**src/rtl/aqua_pkg.sv**
```systemverilog
// aqua_pkg: shared types for the load/store unit.
//   mem_op_e    - load/store op encoding carried in mem_req_t.instr
//   lsu_state_e - LSU FSM states
//   mem_req_t   - AGU -> LSU request package
//   wb_t        - LSU -> register file writeback package
// Helpers classify ops and build store lanes / byte enables.
package aqua_pkg;

    typedef enum logic [2:0] {
        OP_LB  = 3'd0,
        OP_LH  = 3'd1,
        OP_LW  = 3'd2,
        OP_LBU = 3'd3,
        OP_LHU = 3'd4,
        OP_SB  = 3'd5,
        OP_SH  = 3'd6,
        OP_SW  = 3'd7
    } mem_op_e;

    typedef enum logic [1:0] {
        IDLE = 2'd0,
        REQ  = 2'd1,
        WB   = 2'd2
    } lsu_state_e;

    typedef struct packed {
        logic [31:0] target_addr;
        mem_op_e     instr;
        logic [31:0] data;
        logic [4:0]  rd_addr;
        logic        wr_en;
        logic        valid;
        logic        is_instr2;
    } mem_req_t;

    typedef struct packed {
        logic [4:0]  rd_addr;
        logic [31:0] rd_data;
        logic        wr_en;
        logic        valid;
        logic        is_instr2;
    } wb_t;

    function automatic logic is_store(input mem_op_e op);
        return (op == OP_SB) || (op == OP_SH) || (op == OP_SW);
    endfunction

    // Halfwords need addr[0]=0, words need addr[1:0]=0; bytes are always fine.
    function automatic logic is_misaligned(input mem_op_e op, input logic [1:0] a);
        case (op)
            OP_LH, OP_LHU, OP_SH: return a[0];
            OP_LW, OP_SW:         return (a != 2'b00);
            default:              return 1'b0;
        endcase
    endfunction

    function automatic logic [3:0] lane_be(input mem_op_e op, input logic [1:0] a);
        case (op)
            OP_LB, OP_LBU, OP_SB: return 4'b0001 << a;
            OP_LH, OP_LHU, OP_SH: return a[1] ? 4'b1100 : 4'b0011;
            default:              return 4'b1111;
        endcase
    endfunction

    // Store data is replicated across all lanes; be selects the live ones.
    function automatic logic [31:0] store_wdata(input mem_op_e op, input logic [31:0] d);
        case (op)
            OP_SB:   return {4{d[7:0]}};
            OP_SH:   return {2{d[15:0]}};
            default: return d;
        endcase
    endfunction

endpackage

```
**src/rtl/lsu_load_align.sv**
```systemverilog
// lsu_load_align: combinational load lane extraction and extension.
//   word - 32-bit read word from memory
//   addr - byte offset within the word
//   op   - load op (LB/LBU/LH/LHU/LW)
//   data - aligned, sign/zero-extended result
module lsu_load_align
    import aqua_pkg::*;
(
    input  logic [31:0] word,
    input  logic [1:0]  addr,
    input  mem_op_e     op,
    output logic [31:0] data
);

    logic [31:0] shifted;

    // Move the addressed byte/halfword down to bit 0.
    assign shifted = word >> {addr, 3'b000};

    always_comb begin
        data = shifted;
        case (op)
            OP_LB:   data = {{24{shifted[7]}}, shifted[7:0]};
            OP_LBU:  data = {24'h0, shifted[7:0]};
            OP_LH:   data = {{16{shifted[15]}}, shifted[15:0]};
            OP_LHU:  data = {16'h0, shifted[15:0]};
            // LW is only ever accepted word-aligned, so shifted == word.
            default: data = shifted;
        endcase
    end

endmodule

```
**src/rtl/lsu.sv**
```systemverilog
// lsu: single-outstanding load/store unit.
//   i_clk, i_rst_n        - clock, async active-low reset
//   i_agu_lsu_pkg         - request from AGU (accepted when o_lsu_ready)
//   o_lsu_ready           - high only in IDLE
//   i_flush               - kills a pending load writeback
//   o_dmem_*/i_dmem_*     - data memory request/ack handshake
//   o_lsu_wb_pkg          - one-cycle load writeback
//   o_misalign, o_bus_err - one-cycle exception pulses
// MEM_TIMEOUT bounds how many cycles a request waits for ack.
module lsu
    import aqua_pkg::*;
#(
    parameter int MEM_TIMEOUT = 64
) (
    input  logic        i_clk,
    input  logic        i_rst_n,
    input  mem_req_t    i_agu_lsu_pkg,
    output logic        o_lsu_ready,
    input  logic        i_flush,
    output logic        o_dmem_req,
    output logic        o_dmem_we,
    output logic [31:0] o_dmem_addr,
    output logic [31:0] o_dmem_wdata,
    output logic [3:0]  o_dmem_be,
    input  logic        i_dmem_ack,
    input  logic [31:0] i_dmem_rdata,
    output wb_t         o_lsu_wb_pkg,
    output logic        o_misalign,
    output logic        o_bus_err
);

    localparam int CNT_W = $clog2(MEM_TIMEOUT + 1);

    lsu_state_e     state;
    mem_op_e        op_q;
    logic [1:0]     lane_q;
    logic [4:0]     rd_q;
    logic           wr_en_q;
    logic           instr2_q;
    logic           kill_q;
    logic [CNT_W-1:0] cnt_q;
    wb_t            wb_q;
    logic [31:0]    load_data;
    logic           accept;
    logic           misalign_acc;

    assign accept       = (state == IDLE) && i_agu_lsu_pkg.valid && !i_flush;
    assign misalign_acc = is_misaligned(i_agu_lsu_pkg.instr, i_agu_lsu_pkg.target_addr[1:0]);
    assign o_lsu_ready  = (state == IDLE);

    lsu_load_align u_align (
        .word (i_dmem_rdata),
        .addr (lane_q),
        .op   (op_q),
        .data (load_data)
    );

    // A flush in the WB cycle itself suppresses the registered valid.
    always_comb begin
        o_lsu_wb_pkg       = wb_q;
        o_lsu_wb_pkg.valid = wb_q.valid && !i_flush;
    end

    always_ff @(posedge i_clk or negedge i_rst_n) begin
        if (!i_rst_n) begin
            state        <= IDLE;
            op_q         <= OP_LB;
            lane_q       <= '0;
            rd_q         <= '0;
            wr_en_q      <= 1'b0;
            instr2_q     <= 1'b0;
            kill_q       <= 1'b0;
            cnt_q        <= '0;
            wb_q         <= '0;
            o_dmem_req   <= 1'b0;
            o_dmem_we    <= 1'b0;
            o_dmem_addr  <= '0;
            o_dmem_wdata <= '0;
            o_dmem_be    <= '0;
            o_misalign   <= 1'b0;
            o_bus_err    <= 1'b0;
        end else begin
            o_misalign <= 1'b0;
            o_bus_err  <= 1'b0;
            case (state)
                IDLE: begin
                    if (accept) begin
                        if (misalign_acc) begin
                            o_misalign <= 1'b1;
                        end else begin
                            state        <= REQ;
                            op_q         <= i_agu_lsu_pkg.instr;
                            lane_q       <= i_agu_lsu_pkg.target_addr[1:0];
                            rd_q         <= i_agu_lsu_pkg.rd_addr;
                            wr_en_q      <= i_agu_lsu_pkg.wr_en;
                            instr2_q     <= i_agu_lsu_pkg.is_instr2;
                            kill_q       <= 1'b0;
                            cnt_q        <= '0;
                            o_dmem_req   <= 1'b1;
                            o_dmem_we    <= is_store(i_agu_lsu_pkg.instr);
                            o_dmem_addr  <= {i_agu_lsu_pkg.target_addr[31:2], 2'b00};
                            o_dmem_wdata <= store_wdata(i_agu_lsu_pkg.instr, i_agu_lsu_pkg.data);
                            o_dmem_be    <= lane_be(i_agu_lsu_pkg.instr,
                                                    i_agu_lsu_pkg.target_addr[1:0]);
                        end
                    end
                end
                REQ: begin
                    // Ack wins over the timeout when both land on the same edge.
                    if (i_dmem_ack) begin
                        o_dmem_req <= 1'b0;
                        o_dmem_we  <= 1'b0;
                        kill_q     <= 1'b0;
                        if (is_store(op_q)) begin
                            state <= IDLE;
                        end else begin
                            state             <= WB;
                            wb_q.valid        <= !(kill_q || i_flush);
                            wb_q.rd_data      <= load_data;
                            wb_q.rd_addr      <= rd_q;
                            wb_q.wr_en        <= wr_en_q && (rd_q != 5'd0);
                            wb_q.is_instr2    <= instr2_q;
                        end
                    end else if (cnt_q == CNT_W'(MEM_TIMEOUT - 1)) begin
                        o_dmem_req <= 1'b0;
                        o_dmem_we  <= 1'b0;
                        o_bus_err  <= 1'b1;
                        kill_q     <= 1'b0;
                        state      <= IDLE;
                    end else begin
                        cnt_q <= cnt_q + 1'b1;
                        if (i_flush) kill_q <= 1'b1;
                    end
                end
                WB: begin
                    state <= IDLE;
                    wb_q  <= '0;
                end
                default: state <= IDLE;
            endcase
        end
    end

endmodule

```
**config.mk**
```make
export PLATFORM = sky130hd
export DESIGN_NAME = lsu
export DESIGN_NICKNAME = d
export VERILOG_FILES = /design/src/rtl/aqua_pkg.sv /design/src/rtl/lsu_load_align.sv /design/src/rtl/lsu.sv
export SDC_FILE = /design/constraint.sdc
export NUM_CORES = 1
export LEC_CHECK = 0
export BUFFER_PORTS_ARGS = -buffer_cell sky130_fd_sc_hd__buf_4
export CORE_UTILIZATION = 46
export DETAILED_ROUTE_END_ITERATION = 10
export PLACE_DENSITY = 0.77
export SYNTH_ARGS = -nofsm -noshare
export SYNTH_HDL_FRONTEND = slang
export SYNTH_SLANG_ARGS = --single-unit
```
**constraint.sdc**
```tcl
create_clock -name i_clk -period 1.6 [get_ports i_clk]
set_input_delay 0 -clock i_clk [delete_from_list [all_inputs] [get_ports i_clk]]
set_output_delay 0 -clock i_clk [all_outputs]
set_load 0.005 [all_outputs]
```
==> metrics.txt <==
outcome finished, violations left; failing checks negative setup slack; Via Count 6,064; max-slew violations 0; P_sw 0.005010 W; Setup crit end o_dmem_wdata[31]$_DFFE_PN0P_; initial core utilization 0.4751; Critical Path RT 1900 ps; number of synthesized flops with an enable pin 0; Root Driver clkbuf_16; worst r2r dst o_dmem_wdata[31]$_DFFE_PN0P_; synthesized cell area 6620 um2; Clock transition at path regs 60 ps; Max Freq 570.8 MHz; final WL 23,710 um; unrepaired setup endpoints after global routing true; Pwr Density 1466 nW/um2; commonest non-fill, non-tap cell in the layout buf_4; worst vdd rail ir drop 0.9060 mV; Yosys top cell by area dfrtp_1; Ports 224; initial antenna violation count 0; die area 14,880 um2; Int Pwr 0.01033 W; R2R depth 6; max_cap viols 0; Syn-to-layout area delta 58.12%; Clock Tree Buf Depth 2; number of global-route vias before repair 6,105; Tot Pwr 0.01534 W; DP Worst Slack -106.0 ps; GR Util All Layers 0.2983; fillers 825; Worst Hold Depth 5; sequential area share after synthesis 0.4990; routed len/inst 21.84 um; Final HPWL DP 13,340 um; DRC viols 0; share of cells above drive strength 1 0.5000; CTS Sinks 132; crit path kind flop to flop; Yosys cell types 49; DRT iter0 DRCs 448; sw frac 0.3266; CP arrival 2050 ps; Area contributors post-synth dfrtp_1 50%, mux2_2 11%, mux2_4 7.3%; worst-path fanout max 7; min setup slack post-route -152.1 ps; clock insertion delay at the later pin of the skew report 420 ps; htree depth 4; vias per cell 5.584; CP Cell Sequence nor2_2 > nand3b_1 > and2b_4 > buf_12 > clkbuf_16 > mux2_4; GRT overflow 0; post-synthesis cell count 571; row count 43; CP endpoint kind flop; TritonCTS Buffers 17; Worst slew margin 0.5462; CTS tree yes; Slowest cell on crit path dfrtp_1; crit share post-route 1.095; Die W 122.0 um; clock share of power 0.244; Worst setup startpoint state[1]$_DFFE_PN0P_; minimum clock period 1752 ps; CP peak stage delay 390 ps; Hold Path Class input port to flop; ANT cells 0; commonest non-fill, non-tap cells in the layout 257 x buf_4, 132 x dfrtp_1, 94 x dlygate4sd3_1, 59 x mux2_4, 55 x nand2_1; asr flop ratio synth 1.000; syn_area_per_cell 11.59 um2; final setup TNS -8419 ps; pin count of the biggest net entering global routing 50; Chip Height 122.0 um; Final setup viols 97; DRT Pass-1 Iters 5; dpl cell area 8407 um2; ys flop type dfrtp_1; startpoint types flop; Reg power frac 0.358; gpl congestion 0.8537; core area 13,930 um2; final clock skew 11.96 ps; number of synthesized register bits 132; cell area after layout 10,470 um2; first-pass GRT wire length 33,000 um; actual slew at the worst max-slew pin 661.8 ps; PortBufs 221; Fin. Hold Viols 0; Nets 1,005; R2R setup slack -150 ps; Comb pwr share 0.398; Critical R2R Launch state[1]$_DFFE_PN0P_; Leak 5.011 nW; Synth top area share 0.4990; final core occ 0.7512; ANT nets after route 0; yosys warns 0
==> metrics by stage <==
stage | instances | hold WS [ps]
after floorplan | 572 | -295.6
after global routing | 1086 | 48.39
final | 1086 | 21.28
after detailed placement | 940 | -65.43
after CTS | 1072 | 7.222
after global placement | 940 | -70.32
==> worst max-delay path, delay by kind of cell, from the launching register on <==
kind,cells,cell delay [ps]
multiplexers,1,310
AND/OR/NAND/NOR,3,600
buffers and inverters,2,330
flip-flops,1,390
==> Yosys cell counts, drive strengths merged (2+ instances only) <==
master / n
buf: 63
o22ai: 8
mux2: 99
o21ai: 42
nor2: 20
dfrtp: 132
nand2b: 6
nor2b: 6
nand3: 26
nand2: 55
o211ai: 6
nand4: 3
nor3: 2
o311ai: 2
a22o: 8
o31ai: 3
xor2: 4
a211oi: 3
and2: 2
mux2i: 18
inv: 6
xnor2: 2
clkbuf: 10
a21oi: 30
==> cells by family after synthesis <==
logic type,after synthesis,synth area share
xor gates and xnor gates,6,0.007938
DFF,132,0.4990
adders and majority gates,1,0.001890
buffers and inverters,79,0.07843
and+or+nand+nor,125,0.08789
AOI/OAI and AO/OA,109,0.1072
other,1,0.0005665
muxes,118,0.2172
==> state kept, by name, summed over array words and instances, names as in the netlist <==
name / cells
o_lsu_wb_pkg: 39
o_dmem_wdata: 32
o_dmem_addr: 30
cnt_q: 7
rd_q: 5
o_dmem_be: 4
op_q: 3
lane_q: 2
state: 2
instr2_q: 1
kill_q: 1
o_bus_err: 1
o_dmem_req: 1
o_dmem_we: 1
o_misalign: 1
wb_q: 1
wr_en_q: 1
==> per-layer routing <==
metal | track usage | wire, um
met1 | 0.3477 | 8737
met2 | 0.5134 | 11960
met3 | 0.06835 | 1867
met4 | 0.1497 | 1154
met5 | 0 | 0
==> layout make-up <==
cell class              count  area, um2  share of cell area
clock inverters             9      78.83            0.007531
flip-flops and latches    132       3303              0.3156
multi-input cells         361       3042              0.2906
inverters                   6      22.52            0.002152
well taps                 180      225.2             0.02152
clock buffers              23      478.0             0.04566
repair buffers            375       3318              0.3170
==> what timing repair did <==
item | in CTS | in global routing
endpoints found under the hold margin | 221 | 0
gates resized for setup | 22 | 66
hold buffers | 94 | 0
pin swaps | 1 | 14
endpoints found under the setup margin | 92 | 121
buffers inserted | 4 | 10
cloned | 2 | 4
==> power by group through the flow <==
stage	Clock [W]	Combinational, W	Sequential [W]
3_5_place_dp	0	0.00514	0.00538
6_report	0.00375	0.00611	0.00549
5_1_grt	0.00389	0.00651	0.00559
3_3_place_gp	0	0.00495	0.00532
2_1_floorplan	0	0.00306	0.00520
4_1_cts	0.00371	0.00547	0.00536
==> how the worst min path moves through the flow <==
stage,startpoint,endpoint,slack [ps]
6_report,i_dmem_rdata[21],o_lsu_wb_pkg[8]$_DFFE_PN0P_,20
5_1_grt,i_dmem_rdata[16],o_lsu_wb_pkg[3]$_DFFE_PN0P_,50
4_1_cts,i_agu_lsu_pkg[33],o_dmem_wdata[25]$_DFFE_PN0P_,7
3_5_place_dp,i_rst_n,o_lsu_wb_pkg[16]$_DFFE_PN0P_,-70
3_3_place_gp,i_rst_n,o_lsu_wb_pkg[16]$_DFFE_PN0P_,-70
2_1_floorplan,i_rst_n,cnt_q[0]$_DFFE_PN0P_,-300
No activity file was read; power rests on OpenSTA's default activity.
